File: src/rtl/dmem_arbiter.sv
// dmem_arbiter: shares the single-port data_ram between the CPU and a host port,
// CPU first, with a starvation counter that hands the host priority for one grant.
module dmem_arbiter #(
    parameter int addr_width   = 8,
    parameter int data_width   = 8,
    parameter int starve_limit = 4
) (
    input  logic                  clk,
    input  logic                  start,
    input  logic                  cpu_req,
    input  logic                  cpu_we,
    input  logic [addr_width-1:0] cpu_addr,
    input  logic [data_width-1:0] cpu_wdata,
    output logic                  cpu_gnt,
    output logic                  cpu_stall,
    output logic                  cpu_rvalid,
    output logic [data_width-1:0] cpu_rdata,
    input  logic                  host_req,
    input  logic                  host_we,
    input  logic [addr_width-1:0] host_addr,
    input  logic [data_width-1:0] host_wdata,
    output logic                  host_gnt,
    output logic                  host_rvalid,
    output logic [data_width-1:0] host_rdata,
    output logic                  ram_read,
    output logic                  ram_write,
    output logic [addr_width-1:0] ram_addr,
    output logic [data_width-1:0] ram_din,
    input  logic [data_width-1:0] ram_dout
);
    logic [3:0] starve_q, starve_d;
    logic       prio_q, prio_d;
    logic       cpu_rv_q, host_rv_q;
    always_comb begin
        cpu_gnt   = prio_q ? cpu_req & ~host_req : cpu_req;
        host_gnt  = prio_q ? host_req : host_req & ~cpu_req;
        cpu_stall = cpu_req & ~cpu_gnt;
        ram_write = (cpu_gnt & cpu_we) | (host_gnt & host_we);
        ram_read  = (cpu_gnt & ~cpu_we) | (host_gnt & ~host_we);
        ram_addr  = cpu_gnt ? cpu_addr : host_gnt ? host_addr : '0;
        ram_din   = cpu_gnt ? cpu_wdata : host_gnt ? host_wdata : '0;
        starve_d  = (host_req & ~host_gnt) ? (starve_q == 4'hf ? starve_q : starve_q + 4'd1) : 4'd0;
        // priority is judged on the count already reached, and drops once the host wins
        prio_d    = ~host_gnt & (starve_q >= 4'(starve_limit));
    end
    always_ff @(posedge clk) begin
        if (start) begin
            starve_q  <= '0;
            prio_q    <= 1'b0;
            cpu_rv_q  <= 1'b0;
            host_rv_q <= 1'b0;
        end else begin
            starve_q  <= starve_d;
            prio_q    <= prio_d;
            cpu_rv_q  <= cpu_gnt & ~cpu_we;
            host_rv_q <= host_gnt & ~host_we;
        end
    end
    assign cpu_rvalid  = cpu_rv_q;
    assign host_rvalid = host_rv_q;
    assign cpu_rdata   = cpu_rv_q ? ram_dout : '0;
    assign host_rdata  = host_rv_q ? ram_dout : '0;
endmodule
File: config.mk
export PLATFORM = sky130hd
export DESIGN_NAME = dmem_arbiter
export DESIGN_NICKNAME = d
export VERILOG_FILES = /design/src/rtl/dmem_arbiter.sv
export SDC_FILE = /design/constraint.sdc
export NUM_CORES = 1
export LEC_CHECK = 0
export BUFFER_PORTS_ARGS = -buffer_cell sky130_fd_sc_hd__clkbuf_2
export CAP_MARGIN = 10
export CELL_PAD_IN_SITES_DETAIL_PLACEMENT = 2
export CELL_PAD_IN_SITES_GLOBAL_PLACEMENT = 2
export CORE_ASPECT_RATIO = 0.8
export CORE_MARGIN = 10
export CORE_UTILIZATION = 12
export CTS_BUF_LIST = sky130_fd_sc_hd__clkbuf_8
export CTS_CLUSTER_DIAMETER = 40
export DETAILED_ROUTE_END_ITERATION = 7
export PLACE_DENSITY_LB_ADDON = 0.12
export SLEW_MARGIN = 10
export SYNTH_ARGS = -nofsm -noshare
export SYNTH_HDL_FRONTEND = slang
export SYNTH_SLANG_ARGS = --single-unit
File: constraint.sdc
create_clock -name clk -period 1.3 [get_ports clk]
set_input_delay 0.195 -clock clk [delete_from_list [all_inputs] [get_ports clk]]
set_output_delay 0.195 -clock clk [all_outputs]
set_load 0.03 [all_outputs]
### Yosys cells after proc, flatten, opt, wreduce, memory -nomap -nowiden

Index checks and enable logic that the tools add are counted.

| storage, ports and cells | value |
|---|---|
| flip-flop bits (word level) | 7 |
| input port bits | 46 |

| cells by class | value |
|---|---|
| magnitude comparators | 1 |
| bitwise operators | 18 |
| multiplexer cells | 8 |
| eq/ne operators | 1 |
| $add $sub $neg | 1 |
| reductions and logical operators | 1 |

Operators with widths:

| operator | number |
|---|---|
| $mux 8 | 6 |
| $and 1x1->1 | 9 |
| $not 1->1 | 7 |
| $add 4x1->4 const B | 1 |
| $eq 4x4->1 const B | 1 |
| $ge 4x3->1 const B | 1 |
| $mux 1 | 2 |
| $or 1x1->1 | 2 |
| $reduce_or 2->1 | 1 |

### Logic depth before layout (Yosys ltp)

Gate-level depths: netlist of run 1.

| logic depth | value |
|---|---|
| word-level depth | 7 |
| mapped depth | 5 |

### Worst setup path before layout of run 1

OpenSTA, ideal clock, no wires.

| timing path | value |
|---|---|
| kind | register to output |
| start point | reg prio_q |
| end point | out ram_addr[5] |
| buffers on the path | 1 |
| required time | 1.105 ns |
| arrival time | 1.080 ns |
| slack | 0.025 ns |
| stages on the path, launching flop included | 6 |
| path through | dfxtp_1 nand2_1 nand2_1 inv_2 buf_6 a22o_1 |

| between the ends | value |
|---|---|
| elaborated cells on any way between the ends | 4 |

RTL lines:

| what | line | RTL |
|---|---|---|
| from (decl) | 32 | `logic prio_q, prio_d;` |
| from (signal assigned) | 54 | `prio_q <= prio_d;` |
| $mux 1 | 35 | `cpu_gnt = prio_q ? cpu_req & ~host_req : cpu_req;` |
| net cpu_gnt | 14 | `output logic cpu_gnt,` |
| $mux 8 | 40 | `ram_addr = cpu_gnt ? cpu_addr : host_gnt ? host_addr : '0;` |
| to (decl) | 27 | `output logic [addr_width-1:0] ram_addr,` |

The timed path passes the listed nets, and every way through them passes these cells.

### Worst setup path in the final report of run 1

| timing path | value |
|---|---|
| start point | reg prio_q |
| end point | out ram_addr[1] |

| between the ends | value |
|---|---|
| word-level cells in the longest chain between the ends | 3 |
| elaborated cells on any way between the ends | 4 |

Ends and longest elaborated chain:

| what | line | RTL |
|---|---|---|
| $mux 1 | 36 | `host_gnt = prio_q ? host_req : host_req & ~cpu_req;` |
| $mux 8 | 40 |  |
| $mux 8 (*) | 40 |  |

Every way passes the cells marked *; elsewhere a longest branch is shown, timed or not.

==> impl_metrics.json, run 1 <==
{
  "status": "finished, violations left",
  "violations": "setup timing",
  "finalPower_uw": 958,
  "syn_area_um2": 568,
  "yosysWarnings": 0,
  "setup_viol": 18,
  "ys_seq_area_share_pct": 24.7,
  "synthToLayoutAreaGrowth_pct": 136,
  "insertion_delay_ns": 0.23,
  "clock_skew_ns": 0.00384,
  "synthDistinctLibCells": 19,
  "yosys.area.top_type": "a22o_1",
  "grt_max_degree": 20,
  "dp_hpwl_um": 3120,
  "synth_mux_area_share_pct": 1.76,
  "antenna_found_initial": 0,
  "clockBufferDepth": 2,
  "postRouteAntennaNets": 0,
  "worstPathArrival_ns": 1.24,
  "preCtsSetupSlack_ns": -0.0489,
  "synth-compound-area-share_pct": 30.0,
  "rsz0062_at_grt": "yes",
  "worst_setup_path_end_kind": "primary output",
  "place_congestion": 0.717,
  "fin_crit_sh_pct": 110,
  "leakagePower_nw": 0.715,
  "cap_violations": 0,
  "layout-drive-gt1-share_pct": 63.8,
  "core-area_um2": 4570,
  "slew_viol_final": 0,
  "die_y_um": 81.5,
  "vias_per_cell": 4.20,
  "hold_path.class": "in -> reg",
  "worstHoldStart": "start",
  "cts_buffers": 3,
  "via_count": 936,
  "syn_nets": 117,
  "routed_wl_um": 3610,
  "synth.avg_cell_area_um2": 8.11,
  "cts_root_buf": "clkbuf_8",
  "portBuffers": 84,
  "peakVddDrop_v": 0.000405,
  "cp.required_ns": 1.11,
  "synth_cells": 70,
  "final-hold-violation-count": 0,
  "rr_startpoint": "starve_q[0]$_SDFFE_PP0P_",
  "ys_ff_latch": 7,
  "fmaxAchievable_mhz": 697,
  "start_kind": "flop",
  "clk_pin_slew_ns": 0.04,
  "htree_levels": 1,
  "num_rows": 22,
  "regToRegEndpoint": "starve_q[0]$_SDFFE_PP0P_",
  "nFillCells": 555,
  "period_needed_ns": 1.43,
  "fp.dieW_um": 96.9,
  "reg2reg_setup_slack_ns": 0.16,
  "grt_pass1_vias": 1029,
  "first_pass_iters": 4,
  "endpoint": "ram_addr[1]",
  "drc": 0,
  "synthSimpleGateAreaFrac_pct": 33.9,
  "r2r.worst_path.cells": 4,
  "io-pin-count": 85,
  "finalSetupTns_ns": -2.19,
  "grt.total_usage_pct": 8.17,
  "critical_path.startpoint": "prio_q$_SDFF_PP0_",
  "nets": 211,
  "holdWs_ns": 0.189,
  "drt_iter0_drc": 11,
  "cts_tree": "done",
  "fin_ws_ns": -0.134,
  "synth_xor_area_share_pct": 1.54,
  "overflow": 0,
  "finalCoreUtilization_pct": 29.4,
  "wl_per_cell_um": 16.2,
  "power.density_nw_per_um2": 714,
  "fp.dieArea_um2": 7900,
  "grt_pass1_wl_um": 5290,
  "synth_top_family_by_area": "simple AND/OR/NAND/NOR gates",
  "path_class": "reg -> out",
  "synthAdderAreaFrac_pct": 2.20,
  "max_slew_margin_pct": 86.8,
  "worstMarginPinSlew_ns": 0.198,
  "cts.sinks": 7,
  "netlist_top_cells_area": "a22o_1 (26%), dfxtp_1 (25%), and2_1 (18%)",
  "cp_max_fo": 18,
  "start_util_pct": 12.4,
  "synth_top_area_share_pct": 26.2,
  "n_antenna_cell": 0
}
-- routing by layer --
layer  vias up  GRT usage [%]  share of wire (%)
met4         0           1.76               0.53
met3         2           5.96                 14
li1        443              -                  -
met2        59           12.5                 44
met5         -              0                  0
met1       432           9.05                 41
-- registers in the layout, summed over array words and instances, names as in the netlist --
signal / cells
host_rvalid: 1
starve_q: 4
cpu_rvalid: 1
prio_q: 1
-- layout make-up --
type / count / area, µm² / area share (%)
repair buffers: 91 / 644 / 48.0
inverters: 3 / 18.8 / 1.40
well taps: 60 / 75.1 / 5.59
clock buffers: 3 / 41.3 / 3.08
flip-flops and latches: 7 / 144 / 10.7
multi-input cells: 58 / 415 / 30.9
clock inverters: 1 / 3.75 / 0.280
-- stage by stage --
step	area, µm²	instances
after floorplan	568	70
after global placement	1100	218
after detailed placement	1100	218
after CTS	1330	223
after global routing	1340	223
final	1340	223
-- repair_timing --
item | in CTS | in global routing
hold buffers | 0 | 0
endpoints found under the setup margin | 20 | 37
resized for setup | 46 | 6
pin swaps | 15 | 0
buffers inserted | 2 | 0
endpoints found under the hold margin | 0 | 0
-- report_power, final --
part	switching, mW	total [mW]	internal, mW
clock network	0.0936	0.298	0.204
registers	0.00589	0.226	0.220
logic	0.230	0.435	0.204
total	0.330	0.958	0.628
-- cell usage in the layout, fill, tap and decap left out, types with 2 or more instances in the layout --
cell type and n:
clkbuf_2 63, clkbuf_8 20, a22o_1 17, and2_1 16, buf_4 7, nor2_1 6, nor3_1 4, dfxtp_1 4
nand3_1 3, dfxtp_2 3, nand2_1 2, inv_1 2, buf_8 2
-- critical path, stage by stage, from the launching register on --
cell and delay [ns]:
dfxtp_2 0.34, nand2_1 0.07, nand2_2 0.11, inv_6 0.08, a22o_1 0.24, clkbuf_8 0.16
-- worst min path at each step --
stage          depth (start not counted)                      to
2_1_floorplan                          1       prio_q$_SDFF_PP0_
5_1_grt                                2       prio_q$_SDFF_PP0_
6_report                               2       prio_q$_SDFF_PP0_
3_5_place_dp                           2  host_rvalid$_SDFF_PP0_
4_1_cts                                2       prio_q$_SDFF_PP0_
3_3_place_gp                           2   cpu_rvalid$_SDFF_PP0_
-- cell usage after synthesis --
| cell | number |
|---|---|
| nor3_2 | 1 |
| nand3_1 | 3 |
| o21ai_2 | 1 |
| buf_6 | 2 |
| a22o_1 | 17 |
| and2_1 | 16 |
| nor2_1 | 6 |
| nand2_1 | 3 |
| mux2i_1 | 1 |
| nor3_1 | 4 |
| and3_1 | 1 |
| a31oi_1 | 1 |
| nor3b_1 | 1 |
| o22ai_1 | 1 |
| xnor2_1 | 1 |
| inv_1 | 1 |
| dfxtp_1 | 7 |
| ha_1 | 1 |
| inv_2 | 2 |
-- cell families (layout without fill, tap and decap cells) --
| family | count (synthesis) | after routing |
|---|---|---|
| and+or+nand+nor | 35 | 35 |
| AOI/OAI and AO/OA | 20 | 20 |
| DFF | 7 | 7 |
| buffers and inverters | 5 | 98 |
| adders and majority gates | 1 | 1 |
| xor gates and xnor gates | 1 | 1 |
| muxes | 1 | 1 |
No activity file was read; power rests on OpenSTA's default activity.
==> inputs of run 2 (changes only) <==
CORE_UTILIZATION = 13   (was 12)
MAX_ROUTING_LAYER = met4   (was unset)
clock period = 1.8 ns   (was 1.3 ns; I/O delays follow)
==> run 2 against run 1 <==
Die area fell by 6.0%. Cell area fell by 19%. Clock skew fell by 0.0033 ns. The flow now finishes without violations. Combinational power fell by 44%. Core utilization fell by 3.6 points. Critical endpoint is now ram_addr[0]. Critical path depth did not move. Largest power group unchanged. Sequential share of layout area rose by 2.2 points.
==> impl_metrics.json, run 2 (synthesized netlist as in run 1, its figures left out) <==
{
  "fin_ws_ns": 0.112,
  "wl_per_cell_um": 15.9,
  "cts_tree": "done",
  "clockBufferDepth": 2,
  "cp.required_ns": 1.53,
  "via_count": 898,
  "slew_viol_final": 0,
  "rsz0062_at_grt": "no",
  "fmaxAchievable_mhz": 592,
  "fin_crit_sh_pct": 93.8,
  "finalCoreUtilization_pct": 25.7,
  "dp_cells": 209,
  "cts_root_buf": "clkbuf_8",
  "die_y_um": 79.1,
  "multi_input_area_um2": 394,
  "regArea_um2": 140,
  "hold_path.class": "in -> reg",
  "max_slew_margin_pct": 76.7,
  "fp.dieW_um": 93.9,
  "cpMaxStageDelayCell": "dfxtp_1",
  "ctsHoldBuffers": 0,
  "fp.dieArea_um2": 7430,
  "overflow": 0,
  "cts.sinks": 7,
  "worstPathArrival_ns": 1.42,
  "largest_reg_flops": 4,
  "nFillCells": 522,
  "drc": 0,
  "cts_resized": 0,
  "grt_pass1_wl_um": 5260,
  "first_pass_iters": 4,
  "clk_pin_slew_ns": 0.04,
  "period_needed_ns": 1.69,
  "cts_buffers": 3,
  "layout-drive-gt1-share_pct": 58.3,
  "stdcell_count": 213,
  "vias_per_cell": 4.22,
  "worst_setup_path_end_kind": "primary output",
  "cp_cell_sequence": "nand2_1 -> nand2_1 -> inv_2 -> a22o_1 -> clkbuf_2",
  "final-hold-violation-count": 0,
  "htree_levels": 1,
  "status": "finished clean",
  "mostFrequentLayoutCells": "clkbuf_2 (84), a22o_1 (17), and2_1 (16)",
  "grt.total_usage_pct": 9.06,
  "start_util_pct": 13.5,
  "grt_pass1_vias": 1053,
  "cp_slowest_stage_delay_ns": 0.38,
  "num_rows": 21,
  "power.density_nw_per_um2": 581,
  "insertion_delay_ns": 0.23,
  "grt_max_degree": 20,
  "drt_iter0_drc": 25,
  "place_congestion": 0.739,
  "synthToLayoutAreaGrowth_pct": 90.5,
  "dp_hpwl_um": 3030,
  "worstMarginPinSlew_ns": 0.349,
  "portBuffers": 84,
  "nets": 204,
  "n_antenna_cell": 0,
  "worst_path_most_repeated_cell": "nand2_1",
  "final_common_cell": "clkbuf_2",
  "leakagePower_nw": 0.625,
  "finalSetupTns_ns": 0,
  "routed_wl_um": 3390,
  "cap_violations": 0,
  "critPathTopFamily": "flip-flops",
  "postRouteAntennaNets": 0,
  "setup_viol": 0,
  "start_kind": "flop",
  "preCtsSetupSlack_ns": 0.274,
  "peakVddDrop_v": 0.000250,
  "cp_max_fo": 18,
  "regMostFlops": "starve_q",
  "clock_skew_ns": 0.000536,
  "core-area_um2": 4200,
  "path_class": "reg -> out",
  "crit_buf_inv": 2,
  "cts_setup_buffers": 0,
  "io-pin-count": 85,
  "antenna_found_initial": 0
}
run 2: final timing paths:
kind / start / end / slack, ns / depth (start not counted)
max: prio_q$_SDFF_PP0_ / ram_addr[0] / 0.11 / 5
min: host_we / host_rvalid$_SDFF_PP0_ / 0.25 / 2
max reg2reg: starve_q[0]$_SDFFE_PP0P_ / starve_q[1]$_SDFFE_PP0P_ / 0.68 / 4
min reg2reg: starve_q[3]$_SDFFE_PP0P_ / starve_q[2]$_SDFFE_PP0P_ / 0.54 / 2
run 2: final cells by class:
type	count	share of cell area (%)
timing repair buffer	84	38.8
multi-input combinational	58	36.4
sequential	7	12.9
tap	57	6.59
clock buffer	3	3.82
inverter	3	1.04
clock inverter	1	0.347
run 2: per-layer routing:
layer	global-route usage, %	share of wire (%)
met1	9.98	44
met2	14.9	48
met3	3.10	7.2
met4	3.18	1.2
met5	-	0
run 2: stage by stage:
stage	power [mW]	cell area [µm²]	hold slack [ns]
after detailed placement	0.413	1040	0.495
after CTS	0.648	1080	0.244
after global routing	0.679	1080	0.260
after global placement	0.409	1040	0.506
final	0.629	1080	0.253
after floorplan	0.309	568	0.340
run 2: power breakdown:
group | leakage, nW | switching, mW | internal [mW]
Sequential | 0.0568 | 0.00407 | 0.158
Combinational | 0.541 | 0.153 | 0.0905
Clock | 0.0269 | 0.0747 | 0.148
Total | 0.625 | 0.232 | 0.397
